<file path="src/rtl/mem_port_arbiter.sv">
// Arbitrates one unified memory port between IF fetch and MEM load/store.
// Define MEM_ARB_FAIR_EN to add fetch-starvation protection.
module mem_port_arbiter #(
  parameter int ADDR_W       = 32,
  parameter int DATA_W       = 32,
  parameter int STARVE_LIMIT = 4
) (
  input  logic              clk_i,
  input  logic              rst_i,
  input  logic              i_req_i,
  input  logic [ADDR_W-1:0] i_addr_i,
  output logic              i_valid_o,
  output logic [DATA_W-1:0] i_data_o,
  output logic              i_stall_o,
  input  logic              d_req_i,
  input  logic              d_we_i,
  input  logic [ADDR_W-1:0] d_addr_i,
  input  logic [DATA_W-1:0] d_wdata_i,
  output logic              d_valid_o,
  output logic [DATA_W-1:0] d_rdata_o,
  output logic              d_stall_o,
  output logic              mem_req_o,
  output logic              mem_we_o,
  output logic [ADDR_W-1:0] mem_addr_o,
  output logic [DATA_W-1:0] mem_wdata_o,
  input  logic              mem_ack_i,
  input  logic [DATA_W-1:0] mem_rdata_i
);

  typedef enum logic [1:0] {IDLE, I_BUSY, D_BUSY, RESP} state_e;

  localparam logic [3:0] StarveLimit = 4'(STARVE_LIMIT);

  state_e            state_q;
  logic              mem_req_q;
  logic              mem_we_q;
  logic [ADDR_W-1:0] mem_addr_q;
  logic [DATA_W-1:0] mem_wdata_q;
  logic              i_valid_q;
  logic [DATA_W-1:0] i_data_q;
  logic              d_valid_q;
  logic [DATA_W-1:0] d_rdata_q;
  logic              fetch_win;
  logic              data_win;

`ifdef MEM_ARB_FAIR_EN
  logic [3:0] starve_q;
  logic [3:0] starve_d;

  // A waiting fetch overtakes data once it has been passed over StarveLimit times.
  assign fetch_win = i_req_i && (!d_req_i || (starve_q >= StarveLimit));

  always_comb begin
    starve_d = starve_q;
    if (state_q == IDLE) begin
      if (fetch_win) begin
        starve_d = '0;
      end else if (data_win && i_req_i && (starve_q != 4'hF)) begin
        starve_d = starve_q + 4'd1;
      end
    end
  end

  always_ff @(posedge clk_i) begin
    if (rst_i) begin
      starve_q <= '0;
    end else begin
      starve_q <= starve_d;
    end
  end
`else
  logic unused_starve_limit;
  assign unused_starve_limit = ^StarveLimit;
  assign fetch_win = i_req_i && !d_req_i;
`endif

  assign data_win = d_req_i && !fetch_win;

  always_ff @(posedge clk_i) begin
    if (rst_i) begin
      state_q     <= IDLE;
      mem_req_q   <= 1'b0;
      mem_we_q    <= 1'b0;
      mem_addr_q  <= '0;
      mem_wdata_q <= '0;
      i_valid_q   <= 1'b0;
      i_data_q    <= '0;
      d_valid_q   <= 1'b0;
      d_rdata_q   <= '0;
    end else begin
      i_valid_q <= 1'b0;
      d_valid_q <= 1'b0;
      case (state_q)
        IDLE: begin
          if (data_win) begin
            state_q     <= D_BUSY;
            mem_req_q   <= 1'b1;
            mem_we_q    <= d_we_i;
            mem_addr_q  <= d_addr_i;
            mem_wdata_q <= d_wdata_i;
          end else if (fetch_win) begin
            state_q    <= I_BUSY;
            mem_req_q  <= 1'b1;
            mem_we_q   <= 1'b0;
            mem_addr_q <= i_addr_i;
          end
        end
        I_BUSY, D_BUSY: begin
          // The memory port stays frozen until the ack; there is no timeout.
          if (mem_ack_i) begin
            mem_req_q <= 1'b0;
            mem_we_q  <= 1'b0;
            state_q   <= RESP;
            if (state_q == I_BUSY) begin
              i_data_q  <= mem_rdata_i;
              i_valid_q <= 1'b1;
            end else begin
              d_rdata_q <= mem_rdata_i;
              d_valid_q <= 1'b1;
            end
          end
        end
        RESP: begin
          state_q <= IDLE;
        end
        default: begin
          state_q <= IDLE;
        end
      endcase
    end
  end

  assign mem_req_o   = mem_req_q;
  assign mem_we_o    = mem_we_q;
  assign mem_addr_o  = mem_addr_q;
  assign mem_wdata_o = mem_wdata_q;
  assign i_valid_o   = i_valid_q;
  assign i_data_o    = i_data_q;
  assign d_valid_o   = d_valid_q;
  assign d_rdata_o   = d_rdata_q;

  // Stalls are combinational so the pipeline can release in the valid cycle itself.
  assign i_stall_o = i_req_i && !i_valid_q;
  assign d_stall_o = d_req_i && !d_valid_q;

endmodule

</file>
<file path="config.mk">
export PLATFORM = sky130hd
export DESIGN_NAME = mem_port_arbiter
export DESIGN_NICKNAME = d
export VERILOG_FILES = /design/src/rtl/mem_port_arbiter.sv
export SDC_FILE = /design/constraint.sdc
export NUM_CORES = 1
export LEC_CHECK = 0
export BUFFER_PORTS_ARGS = -buffer_cell sky130_fd_sc_hd__buf_2
export CAP_MARGIN = 15
export CORE_ASPECT_RATIO = 0.6
export CORE_MARGIN = 1.5
export CORE_UTILIZATION = 40
export DETAILED_ROUTE_END_ITERATION = 6
export GPL_ROUTABILITY_DRIVEN = 1
export PLACE_DENSITY = 0.78
export SYNTH_ARGS = -nofsm -noshare
export SYNTH_HDL_FRONTEND = slang
export SYNTH_SLANG_ARGS = --single-unit
</file>
<file path="constraint.sdc">
create_clock -name clk_i -period 1.45 [get_ports clk_i]
set_input_delay 0.2175 -clock clk_i [delete_from_list [all_inputs] [get_ports clk_i]]
set_output_delay 0.2175 -clock clk_i [all_outputs]
set_load 0.01 [all_outputs]
</file>
==> flow_summary.ini <==
[critical_path]
max_stage_delay_ns = 0.40
crit_type = reg2reg
setup.worst_path.start_class = flip-flop
arrival_ns = 1.77
cp_slowest_cell = and3b_4
crit_fanout = 8
setup.worst_path.end_class = flip-flop
reg2reg_depth = 6
critical_path_required_ns = 1.78
worstPathCellList = buf_6 > ha_4 > and3b_4 > clkbuf_16 > nand2_1 > a21oi_1

[drt]
antenna_left = 0
dr.pass1.iters = 4
drcViolationCount = 0
drt-wirelength-per-cell_um = 14.5
totalWireLength_um = 15300
drtIter0Drc = 181
viasPerCell = 4.82
num_vias = 5059

[hold_path]
hold_path_class = in2reg
min_path_cells = 3

[cells_and_area]
nFillCells = 1167
seqCellArea_mm2 = 0.00269
layout.cells.non_filler = 1050
syn_to_final_growth_pct = 44.9
drive_above_1_share = 0.453
multi_input_comb_area_mm2 = 0.00243
final_cell_mix = 266 x buf_2, 190 x nand2_1, 132 x dfxtp_1
diodes = 0
fin_util = 0.598
num-nets-final = 1005
mostFrequentLayoutCell = buf_2
final_cell_area_mm2 = 0.00771

[floorplanning]
die_height_um = 92.3
initial_core_util = 0.413
coreArea_mm2 = 0.0129
rows = 32
die-area_mm2 = 0.0140
die_w_um = 152
ios = 268

[pwr]
irDropWorstVdd_uv = 1000
leakagePower_nw = 3.56
p_per_area_mw_per_mm2 = 1950

[logic_synthesis]
yosys_warnings = 0
syn_avg_cell_area_um2 = 8.82
synthCells = 603
yosysSeqAreaShare = 0.504
ys_ff_latch = 134
syn_area_mm2 = 0.00532
yosys.cell_types.count = 30
synth_nets = 741

[timing]
clock.fmax_mhz = 693
min_period_ns = 1.44
slew_headroom = 0.754
setup_viol = 0
maxSlewViolCount = 0
rsz0062_at_grt = yes
finalClockSkew_ns = 0.00699
fin_setup_tns_ns = 0
whs_ns = 0.0395
tightest_slew_ns = 0.369
hold_viol = 0
fin_crit_sh = 0.995

[global_route]
antenna_found_initial = 0
grt_usage = 0.212
grt_pass1_vias = 4732
grt_max_degree = 64
grt_first_pass_wirelength_um = 23900
grt-ovfl-total = 0

[cts]
root_buffer = clkbuf_16
clock_sink_count = 134
cts_buffers = 17
cts_buffer_depth = 2
clk_latency_ns = 0.40
path_clk_slew_ns = 0.05
cts_tree = yes
cts_htree_levels = 4

[job]
drv.max_cap_violation_count = 0

[placement]
placed_area_mm2 = 0.00685
place_congestion = 0.782
placed_cells = 1012
port_buffers = 267
dp_hpwl_um = 10500

[outcome]
status = complete, no violations
## logic make-up after synthesis
| logic type | Yosys count | synth area share |
|---|---|---|
| compound gates | 136 | 0.173 |
| flops | 134 | 0.504 |
| mux | 32 | 0.0602 |
| fa+ha+maj | 4 | 0.00941 |
| buf+inv | 49 | 0.0588 |
| simple gates | 248 | 0.194 |
## layout make-up
| type | instances | share of cell area |
|---|---|---|
| Multi-Input combinational cell | 420 | 0.316 |
| Timing Repair Buffer | 292 | 0.226 |
| Inverter | 2 | 0.000973 |
| Clock inverter | 11 | 0.0224 |
| Tap cell | 170 | 0.0276 |
| Sequential cell | 134 | 0.348 |
| Clock buffer | 21 | 0.0597 |
## Yosys cell counts
| cell type | n | area share |
|---|---|---|
| nand2_1 | 197 | 0.14 |
| dfxtp_1 | 134 | 0.50 |
| a21oi_1 | 97 | 0.091 |
| mux2i_1 | 32 | 0.060 |
| a211oi_2 | 29 | 0.068 |
| nor2_2 | 20 | 0.024 |
| nor2_1 | 15 | 0.011 |
| buf_2 | 14 | 0.013 |
| clkbuf_1 | 10 | 0.0071 |
| buf_1 | 8 | 0.0056 |
| buf_6 | 8 | 0.017 |
| buf_4 | 5 | 0.0071 |
| ha_1 | 4 | 0.0094 |
| nand2b_1 | 4 | 0.0047 |
| a211oi_1 | 3 | 0.0042 |
| nor2b_1 | 3 | 0.0035 |
| o21ai_0 | 3 | 0.0028 |
| and2_1 | 2 | 0.0024 |
| buf_12 | 2 | 0.0075 |
| inv_1 | 2 | 0.0014 |
| nor3_1 | 2 | 0.0019 |
| a2111o_1 | 1 | 0.0021 |
| a211o_1 | 1 | 0.0016 |
| and3b_1 | 1 | 0.0016 |
| nand3_1 | 1 | 0.00094 |
| nand3b_1 | 1 | 0.0014 |
| nor3b_1 | 1 | 0.0014 |
| nor3b_4 | 1 | 0.0035 |
| o21a_1 | 1 | 0.0014 |
| o31ai_1 | 1 | 0.0014 |
## sequential cells by signal (all words and copies together), names as in the netlist
name and count:
i_data_o 32, mem_req_o 1, d_rdata_o 32, i_valid_o 1, mem_we_o 1, state_q 2
mem_wdata_o 32, mem_addr_o 32, d_valid_o 1
## critical path: cells and delay by family, from the launching register on
| kind | cells | cell delay, ns |
|---|---|---|
| AO/OA/AOI/OAI | 1 | 0.11 |
| adder cells (fa/ha/maj) | 1 | 0.15 |
| buffers and inverters | 2 | 0.31 |
| flip-flops | 1 | 0.33 |
| AND/OR/NAND/NOR | 2 | 0.47 |
## worst paths after layout
path,startpoint,to,slack (ns)
worst max-delay path,state_q[0]$_SDFFE_PP0P_,d_rdata_o[19]$_SDFFE_PP0P_,0.008
worst min-delay path,d_we_i,mem_we_o$_SDFFE_PP0P_,0.04
worst max register to register,state_q[0]$_SDFFE_PP0P_,d_rdata_o[19]$_SDFFE_PP0P_,0.008
worst min register to register,mem_wdata_o[29]$_SDFFE_PP0P_,mem_wdata_o[29]$_SDFFE_PP0P_,0.45
## where the power goes
part / switching (mW) / leakage (nW) / total (mW) / internal [mW]
Clock: 1.60 / 0.308 / 4.58 / 2.98
Sequential: 0.435 / 1.10 / 4.97 / 4.53
Combinational: 3.09 / 2.16 / 5.53 / 2.44
Total: 5.12 / 3.56 / 15.1 / 9.95
## routing by layer
layer	part of all wire	wire length, µm	track usage	vias to the layer above
li1	-	-	-	2538
met1	0.48	7250	0.281	2346
met2	0.45	6940	0.337	163
met3	0.062	939	0.0655	12
met4	0.0081	123	0.0550	0
met5	0	0	0	-
## repair_timing
action                                  in CTS  in global routing
gates resized for setup                      5                 29
hold buffers                                 0                  0
endpoints found under the setup margin      20                 70
setup buffers                                0                  2
pin swaps                                    1                  9
cloned                                       1                  3
## per-stage QoR
step	worst slack [ns]	total power, mW
after floorplan	-0.0140	8.26
after global placement	0.0510	9.90
after detailed placement	-0.0703	10.0
after CTS	0.000341	14.8
after global routing	-0.0339	16.0
final	0.00774	15.1
No activity file was read; power rests on OpenSTA's default activity.
